===== src/rtl/graph_scanout_if.sv =====
// Framebuffer read port between graph_scanout and its byte-wide memory.
// The master issues one-cycle read strobes. The slave returns data at a fixed latency.
interface graph_scanout_if #(
    parameter int ADDR_W = 13
);
    logic              mem_rd;
    logic [ADDR_W-1:0] mem_addr;
    logic [7:0]        mem_data;

    modport master (output mem_rd, output mem_addr, input mem_data);
    modport slave  (input mem_rd, input mem_addr, output mem_data);
endinterface


===== src/rtl/graph_scanout.sv =====
// Bitmap scan-out engine: raster timing, framebuffer fetch, 1/2 bpp pixel
// expansion with integer scaling, 4-entry palette and border colour.
// Output latency from the raster counters to the pins is MEM_LAT + 3 cycles.
module graph_scanout #(
    parameter int H_ACTIVE   = 640,
    parameter int H_FP       = 16,
    parameter int H_SYNC     = 96,
    parameter int H_BP       = 48,
    parameter int V_ACTIVE   = 480,
    parameter int V_FP       = 10,
    parameter int V_SYNC     = 2,
    parameter int V_BP       = 33,
    parameter bit SYNC_POL   = 1'b1,
    parameter int FB_W_BYTES = 32,
    parameter int FB_H_LINES = 256,
    parameter int ADDR_W     = 13,
    parameter int SCALE_X    = 1,
    parameter int SCALE_Y    = 1,
    parameter int FB_X0      = 0,
    parameter int FB_Y0      = 0,
    parameter int MEM_LAT    = 1
) (
    input  logic            clk_pixel,
    input  logic            reset_n,
    input  logic            bpp2,
    input  logic [23:0]     pal0,
    input  logic [23:0]     pal1,
    input  logic [23:0]     pal2,
    input  logic [23:0]     pal3,
    input  logic [23:0]     border_rgb,
    graph_scanout_if.master mem,
    output logic [7:0]      red,
    output logic [7:0]      green,
    output logic [7:0]      blue,
    output logic            de,
    output logic            hsync,
    output logic            vsync,
    output logic            frame_start
);

    localparam int HT     = H_ACTIVE + H_FP + H_SYNC + H_BP;
    localparam int VT     = V_ACTIVE + V_FP + V_SYNC + V_BP;
    localparam int SX_SH  = (SCALE_X == 4) ? 2 : (SCALE_X == 2) ? 1 : 0;
    localparam int SY_SH  = (SCALE_Y == 4) ? 2 : (SCALE_Y == 2) ? 1 : 0;
    localparam int WIN_W1 = FB_W_BYTES * 8 * SCALE_X;
    localparam int WIN_W2 = FB_W_BYTES * 4 * SCALE_X;
    localparam int WIN_H  = FB_H_LINES * SCALE_Y;

    // Attribute pipeline depth up to the data-capture stage.
    localparam int unsigned DLY = MEM_LAT + 2;

    localparam bit PARAMS_OK =
        (SCALE_X == 1 || SCALE_X == 2 || SCALE_X == 4) &&
        (SCALE_Y == 1 || SCALE_Y == 2 || SCALE_Y == 4) &&
        (MEM_LAT >= 1) && (MEM_LAT <= 3) &&
        (FB_X0 >= 0) && (FB_Y0 >= 0) &&
        (FB_X0 + WIN_W1 <= H_ACTIVE) && (FB_Y0 + WIN_H <= V_ACTIVE) &&
        (HT <= 2048) && (VT <= 2048);

    if (!PARAMS_OK) begin : g_bad_params
        $fatal(1, "graph_scanout: illegal parameter set");
    end

    localparam logic [10:0] CX_LAST = 11'(HT - 1);
    localparam logic [10:0] CY_LAST = 11'(VT - 1);
    localparam logic [10:0] HACT    = 11'(H_ACTIVE);
    localparam logic [10:0] VACT    = 11'(V_ACTIVE);
    localparam logic [10:0] HS_BEG  = 11'(H_ACTIVE + H_FP);
    localparam logic [10:0] HS_END  = 11'(H_ACTIVE + H_FP + H_SYNC);
    localparam logic [10:0] VS_BEG  = 11'(V_ACTIVE + V_FP);
    localparam logic [10:0] VS_END  = 11'(V_ACTIVE + V_FP + V_SYNC);
    localparam logic [10:0] X0      = 11'(FB_X0);
    localparam logic [10:0] Y0      = 11'(FB_Y0);
    localparam logic [10:0] XEND1   = 11'(FB_X0 + WIN_W1);
    localparam logic [10:0] XEND2   = 11'(FB_X0 + WIN_W2);
    localparam logic [10:0] YEND    = 11'(FB_Y0 + WIN_H);
    localparam logic [10:0] SX_MASK = 11'(SCALE_X - 1);
    localparam logic [31:0] FBW     = 32'(FB_W_BYTES);

    typedef struct packed {
        logic       fs;
        logic       hs;
        logic       vs;
        logic       act;
        logic       win;
        logic       mode;
        logic [2:0] k;
    } pix_t;

    logic [10:0]       cx, cy;
    logic              mode;
    logic              at_origin, mode_cur;
    logic [10:0]       dx, dy, fx, fy, byte_idx;
    logic [2:0]        k;
    logic              in_win, fetch;
    logic [ADDR_W-1:0] addr;
    pix_t              s0;
    pix_t              pipe [DLY];
    logic [DLY-2:0]    first_q;
    logic [7:0]        fetch_byte;
    pix_t              o;
    logic [1:0]        pal_idx;
    logic [23:0]       pal_rgb, pix_rgb;

    // Free-running raster position; cy advances when cx wraps.
    always_ff @(posedge clk_pixel or negedge reset_n) begin
        if (!reset_n) begin
            cx <= '0;
            cy <= '0;
        end else if (cx == CX_LAST) begin
            cx <= '0;
            cy <= (cy == CY_LAST) ? '0 : cy + 11'd1;
        end else begin
            cx <= cx + 11'd1;
        end
    end

    // Pixel depth is frozen for the frame at position (0,0).
    always_ff @(posedge clk_pixel or negedge reset_n) begin
        if (!reset_n) begin
            mode <= 1'b0;
        end else if (at_origin) begin
            mode <= bpp2;
        end
    end

    // Decode the current raster position: sync, window, framebuffer coordinates and fetch.
    always_comb begin
        at_origin = (cx == '0) && (cy == '0);
        // The origin pixel itself already belongs to the new frame's mode.
        mode_cur  = at_origin ? bpp2 : mode;
        dx        = cx - X0;
        dy        = cy - Y0;
        fx        = dx >> SX_SH;
        fy        = dy >> SY_SH;
        byte_idx  = mode_cur ? (fx >> 2) : (fx >> 3);
        k         = mode_cur ? {1'b0, fx[1:0]} : fx[2:0];
        in_win    = (cx >= X0) && (cx < (mode_cur ? XEND2 : XEND1)) &&
                    (cy >= Y0) && (cy < YEND);
        fetch     = in_win && ((dx & SX_MASK) == '0) && (k == '0);
        addr      = ADDR_W'(32'(fy) * FBW + 32'(byte_idx));
        s0        = '0;
        s0.fs     = at_origin;
        s0.hs     = (cx >= HS_BEG) && (cx < HS_END);
        s0.vs     = (cy >= VS_BEG) && (cy < VS_END);
        s0.act    = (cx < HACT) && (cy < VACT);
        s0.win    = in_win;
        s0.mode   = mode_cur;
        s0.k      = k;
    end

    // One read per byte, issued on that byte's first displayed pixel.
    always_ff @(posedge clk_pixel or negedge reset_n) begin
        if (!reset_n) begin
            mem.mem_rd   <= 1'b0;
            mem.mem_addr <= '0;
        end else begin
            mem.mem_rd <= fetch;
            if (fetch) begin
                mem.mem_addr <= addr;
            end
        end
    end

    // Carry pixel attributes and fetch markers alongside the memory latency.
    always_ff @(posedge clk_pixel or negedge reset_n) begin
        if (!reset_n) begin
            for (int unsigned i = 0; i < DLY; i++) begin
                pipe[i] <= '0;
            end
            first_q <= '0;
        end else begin
            pipe[0] <= s0;
            for (int unsigned i = 1; i < DLY; i++) begin
                pipe[i] <= pipe[i-1];
            end
            first_q <= {first_q[DLY-3:0], fetch};
        end
    end

    // Prefetch register: take mem_data only in the cycle a requested byte is due.
    always_ff @(posedge clk_pixel or negedge reset_n) begin
        if (!reset_n) begin
            fetch_byte <= '0;
        end else if (first_q[DLY-2]) begin
            fetch_byte <= mem.mem_data;
        end
    end

    // Select the palette entry for the pixel leaving the pipeline, or border/blank.
    always_comb begin
        o       = pipe[DLY-1];
        pal_idx = o.mode ? 2'(fetch_byte >> {o.k[1:0], 1'b0}) : {1'b0, fetch_byte[o.k]};
        case (pal_idx)
            2'd0:    pal_rgb = pal0;
            2'd1:    pal_rgb = pal1;
            2'd2:    pal_rgb = pal2;
            default: pal_rgb = pal3;
        endcase
        if (!o.act) begin
            pix_rgb = '0;
        end else if (!o.win) begin
            pix_rgb = border_rgb;
        end else begin
            pix_rgb = pal_rgb;
        end
    end

    // Output register: colour, enable, syncs and frame marker leave together.
    always_ff @(posedge clk_pixel or negedge reset_n) begin
        if (!reset_n) begin
            red         <= '0;
            green       <= '0;
            blue        <= '0;
            de          <= 1'b0;
            hsync       <= ~SYNC_POL;
            vsync       <= ~SYNC_POL;
            frame_start <= 1'b0;
        end else begin
            {red, green, blue} <= pix_rgb;
            de                 <= o.act;
            hsync              <= o.hs ? SYNC_POL : ~SYNC_POL;
            vsync              <= o.vs ? SYNC_POL : ~SYNC_POL;
            frame_start        <= o.fs;
        end
    end

endmodule


===== src/flat_wrapper.sv =====
// flat-port wrapper written by rule: the top's interface ports become plain ports
module graph_scanout_flat 
#(
    parameter int H_ACTIVE   = 640,
    parameter int H_FP       = 16,
    parameter int H_SYNC     = 96,
    parameter int H_BP       = 48,
    parameter int V_ACTIVE   = 480,
    parameter int V_FP       = 10,
    parameter int V_SYNC     = 2,
    parameter int V_BP       = 33,
    parameter bit SYNC_POL   = 1'b1,
    parameter int FB_W_BYTES = 32,
    parameter int FB_H_LINES = 256,
    parameter int ADDR_W     = 13,
    parameter int SCALE_X    = 1,
    parameter int SCALE_Y    = 1,
    parameter int FB_X0      = 0,
    parameter int FB_Y0      = 0,
    parameter int MEM_LAT    = 1
)
  (clk_pixel, reset_n, bpp2, pal0, pal1, pal2, pal3, border_rgb, red, green, blue, de, hsync, vsync, frame_start, mem_mem_rd, mem_mem_addr, mem_mem_data);
  graph_scanout_if #(.ADDR_W(ADDR_W)) mem_i ();
  input  logic clk_pixel;
  input  logic reset_n;
  input  logic bpp2;
  input  logic [23:0] pal0;
  input  logic [23:0] pal1;
  input  logic [23:0] pal2;
  input  logic [23:0] pal3;
  input  logic [23:0] border_rgb;
  output logic [7:0] red;
  output logic [7:0] green;
  output logic [7:0] blue;
  output logic de;
  output logic hsync;
  output logic vsync;
  output logic frame_start;
  output wire logic [$bits(mem_i.mem_rd)-1:0] mem_mem_rd;
  output wire logic [$bits(mem_i.mem_addr)-1:0] mem_mem_addr;
  input wire logic [$bits(mem_i.mem_data)-1:0] mem_mem_data;
  assign mem_mem_rd = mem_i.mem_rd;
  assign mem_mem_addr = mem_i.mem_addr;
  assign mem_i.mem_data = mem_mem_data;
  graph_scanout #(.H_ACTIVE(H_ACTIVE), .H_FP(H_FP), .H_SYNC(H_SYNC), .H_BP(H_BP), .V_ACTIVE(V_ACTIVE), .V_FP(V_FP), .V_SYNC(V_SYNC), .V_BP(V_BP), .SYNC_POL(SYNC_POL), .FB_W_BYTES(FB_W_BYTES), .FB_H_LINES(FB_H_LINES), .ADDR_W(ADDR_W), .SCALE_X(SCALE_X), .SCALE_Y(SCALE_Y), .FB_X0(FB_X0), .FB_Y0(FB_Y0), .MEM_LAT(MEM_LAT)) u_core (.clk_pixel(clk_pixel), .reset_n(reset_n), .bpp2(bpp2), .pal0(pal0), .pal1(pal1), .pal2(pal2), .pal3(pal3), .border_rgb(border_rgb), .mem(mem_i), .red(red), .green(green), .blue(blue), .de(de), .hsync(hsync), .vsync(vsync), .frame_start(frame_start));
endmodule

===== config.mk =====
export PLATFORM = sky130hd
export DESIGN_NAME = graph_scanout_flat
export DESIGN_NICKNAME = d
export VERILOG_FILES = /design/src/rtl/graph_scanout_if.sv /design/src/rtl/graph_scanout.sv /design/src/flat_wrapper.sv
export SDC_FILE = /design/constraint.sdc
export NUM_CORES = 1
export LEC_CHECK = 0
export BUFFER_PORTS_ARGS = -buffer_cell sky130_fd_sc_hd__buf_2
export CAP_MARGIN = 10
export CORE_MARGIN = 1.5
export CORE_UTILIZATION = 54
export DETAILED_ROUTE_END_ITERATION = 10
export PLACE_DENSITY = 0.86
export SLEW_MARGIN = 20
export SYNTH_ARGS = -nofsm -noshare
export SYNTH_HDL_FRONTEND = slang
export SYNTH_SLANG_ARGS = --single-unit

===== constraint.sdc =====
create_clock -name clk_pixel -period 6.7 [get_ports clk_pixel]
set_input_delay 1.34 -clock clk_pixel [delete_from_list [all_inputs] [get_ports clk_pixel]]
set_output_delay 1.34 -clock clk_pixel [all_outputs]
set_load 0.01 [all_outputs]

==> run_results.csv <==
group,metric,value,unit
global_routing,grt-ovfl-total,0,
critical_path,worst-endpoint-required,6950,ps
route,first_pass_drt_iterations,5,
cells_and_area,final_cell_mix,"sky130_fd_sc_hd__buf_2 (171), sky130_fd_sc_hd__dfrtp_1 (100), sky130_fd_sc_hd__nor2_1 (64), sky130_fd_sc_hd__mux2i_1 (48), sky130_fd_sc_hd__nand2_1 (26)",
power_and_ir_drop,irDropWorstVdd,111,uV
sta,accumulated_negative_setup_slack,0,ps
yosys,mappedNetlistNets,568,
sta,tightestPinTransition,1010,ps
cts,cts.sink_count,100,
global_routing,grt_first_pass_wirelength,19.0,mm
yosys,netlist_area,4850,sq um
critical_path,crit_fanout,10,
cts,clk_pin_slew_worst_paths,100,ps
cells_and_area,seqCellArea,2500,sq um
global_routing,grt.total_usage,0.250,
yosys,synth_cells,427,
hold_path,worstHoldPathType,"reg -> reg",
floorplan,initial_utilization,0.556,
floorplan,die_area,9550,sq um
cts,cts_tree,"done",
yosys,synthFlopType,"sky130_fd_sc_hd__dfrtp_1",
route,detail_route.wirelength,11.6,mm
global_routing,grt_antenna_before_repair,0,
place,placedInstanceArea,5760,sq um
power_and_ir_drop,p_leak,3.15,nW
yosys,yosys.cell_types.count,45,
cells_and_area,design_area,5950,sq um
floorplan,die-width,97.7,microns
cts,count_of_instances_resized_after_the_clock_tree_is_built,0,
power_and_ir_drop,power_density,201,nW/um^2
place,worst_slack_at_placement,2710,ps
global_routing,number_of_global_route_vias_before_repair,3929,
status,status,"complete, no violations",
global_routing,largest_net_degree_at_the_start_of_global_routing,84,
floorplan,floorplan.core_area,8720,sq um
yosys,yosys_warnings,0,
yosys,postSynthRegisterBits,100,
route,detail_route.drc_violations,0,
cts,post_cts.repair.setup_buffers,0,
cells_and_area,drive_gt1_frac,0.378,
cells_and_area,layout.cells.most_common,"sky130_fd_sc_hd__buf_2",
yosys,synth_edf_count,0,
sta,hold_viol,0,
sta,slew_headroom,0.322,
route,final_antenna_net_count,0,
route,routed-via-count,3877,
cells_and_area,synthToLayoutAreaGrowth,22.7,%
route,drt-vias-per-instance,5.54,
critical_path,slowest_stage,"sky130_fd_sc_hd__mux2i_2",
sta,finalCriticalPeriod,4000,ps
cells_and_area,layout.nets,728,
critical_path,cp_common_cell,"sky130_fd_sc_hd__nand2_1",
sta,finalSetupViolCount,0,
floorplan,io_pins,173,
sta,max_freq,250,MHz
route,drt_iter0_markers,179,
place,dp_hpwl,8.71,mm
cts,h-tree-depth,3,
cells_and_area,area_occupied_by_multi_input_gates,2210,sq um
cells_and_area,post-route-util,0.682,
yosys,async_flop_share,1.00,
yosys,sequential_to_total_area_share_from_yosys_stat,0.516,
cts,clock_tree.buffer_depth,2,
sta,grt_setup_unrepaired,"no",
sta,finalWorstSetupSlack,2700,ps
cells_and_area,antenna_cell_count,0,
critical_path,type_of_the_worst_setup_path,"reg -> reg",
cts,post_cts_hold_buffer_count,0,
yosys,syn_area_per_cell,11.3,sq um
critical_path,critical-path-max-stage-delay,580,ps
sta,period_share,0.597,
cts,cts-root-buf,"sky130_fd_sc_hd__clkbuf_8",
critical_path,end_kind,"flop",
cts,clk-insertion-delay-late,360,ps
flow_run,cap_violations,0,
cts,cts-buffers-inserted,9,
critical_path,arrival,4260,ps
route,post_drt_wl_per_cell,16.6,microns
place,port-buffer-count,172,
sta,max_slew_violation_count,0,
place,gp_routability_congestion,0.885,
critical_path,cp-start-kind,"flop",
floorplan,placement_row_count,34,
cells_and_area,fillers,650,
critical_path,crit_path_cell_trace,"or3_1, or3_4, nor3_4, mux2i_2, clkinv_2, nand2_1, nand2_1, ha_1, fa_1, a21o_1, a21oi_1, nor2_1, xnor2_1, mux2_4",
sta,fin_worst_skew,11.6,ps
floorplan,die_h,97.7,microns
-- worst paths after layout --
kind / from / end / slack [ps] / cells past startpoint
max in group asynchronous: reset_n / u_core.cy[3] / 4860 / 2
worst max register to register: u_core.cx[10] / u_core.mem.mem_addr[11] / 2700 / 14
worst min register to register: u_core.pipe[24] / u_core.pipe[15] / 350 / 0
worst min-delay path: u_core.pipe[24] / u_core.pipe[15] / 350 / 0
worst max-delay path: u_core.cx[10] / u_core.mem.mem_addr[11] / 2700 / 14
min in group asynchronous: reset_n / u_core.blue[4] / 830 / 1
-- cell usage after synthesis, types with 5 or more instances --
library cell | n | area share
sky130_fd_sc_hd__dfrtp_1 | 100 | 0.52
sky130_fd_sc_hd__nor2_1 | 64 | 0.050
sky130_fd_sc_hd__mux2i_1 | 48 | 0.099
sky130_fd_sc_hd__nand2_1 | 26 | 0.020
sky130_fd_sc_hd__a211o_1 | 24 | 0.043
sky130_fd_sc_hd__clkbuf_1 | 18 | 0.014
sky130_fd_sc_hd__mux2_2 | 16 | 0.037
sky130_fd_sc_hd__o21ai_0 | 11 | 0.011
sky130_fd_sc_hd__xnor2_1 | 11 | 0.020
sky130_fd_sc_hd__ha_1 | 9 | 0.023
sky130_fd_sc_hd__nand3_1 | 9 | 0.0093
sky130_fd_sc_hd__inv_1 | 8 | 0.0062
sky130_fd_sc_hd__mux2_4 | 8 | 0.025
sky130_fd_sc_hd__xor2_1 | 8 | 0.014
sky130_fd_sc_hd__buf_2 | 6 | 0.0062
sky130_fd_sc_hd__nand4_1 | 6 | 0.0077
sky130_fd_sc_hd__nor4_1 | 6 | 0.0077
sky130_fd_sc_hd__nor2b_1 | 5 | 0.0065
-- sequential cells by signal (all words and copies together), names as in the netlist --
signal	cells
u_core.vsync	1
u_core.blue	8
u_core.pipe	17
u_core.hsync	1
u_core.green	8
u_core.red	8
u_core.o	9
u_core.cy	11
u_core.mode	1
u_core.mem.mem_addr	13
u_core.first_q	2
u_core.fetch_byte	8
u_core.frame_start	1
u_core.de	1
u_core.cx	11
-- routing by layer --
metal | vias to the layer above | global-route usage | share of wire
li1 | 1814 | - | -
met1 | 1869 | 0.301 | 0.40
met5 | - | 0 | 0
met3 | 34 | 0.0508 | 0.051
met2 | 160 | 0.443 | 0.52
met4 | 0 | 0.0978 | 0.032
-- area by class of cell --
type | instances | area share
flip-flops and latches | 100 | 0.421
clock buffers | 10 | 0.0215
inverters | 9 | 0.00589
repair buffers | 174 | 0.149
multi-input cells | 293 | 0.372
clock inverters | 6 | 0.00799
well taps | 108 | 0.0227
-- worst max-delay path: cells and delay by family (launching register included) --
kind / cells / cell delay (ps)
adder cells (fa/ha/maj): 2 / 610
AND/OR/NAND/NOR: 6 / 1220
buffers and inverters: 1 / 240
multiplexers: 2 / 840
AO/OA/AOI/OAI: 2 / 400
XOR/XNOR: 1 / 130
flip-flops: 1 / 450
-- power by group --
| part | internal [mW] | switching (mW) |
|---|---|---|
| clock network | 0.139 | 0.211 |
| registers | 0.633 | 0.0117 |
| logic | 0.0998 | 0.101 |
-- cell families (layout without fill, tap and decap cells) --
kind of cell	Yosys count	count (layout)	share of synthesized area
xor gates and xnor gates	19	19	0.0343
AOI/OAI and AO/OA	50	50	0.0759
and+or+nand+nor	137	137	0.134
buffers and inverters	34	199	0.0297
muxes	77	77	0.183
DFF	100	100	0.516
adders and majority gates	10	10	0.0274
-- through the flow --
step | instances | hold slack [ps] | power, mW
detailed placement | 683 | 335 | 0.858
global route | 700 | 356 | 1.25
finish | 700 | 351 | 1.20
floorplan | 427 | 331 | 0.763
global placement | 683 | 332 | 0.850
CTS | 699 | 353 | 1.21
No activity file was read; power rests on OpenSTA's default activity.
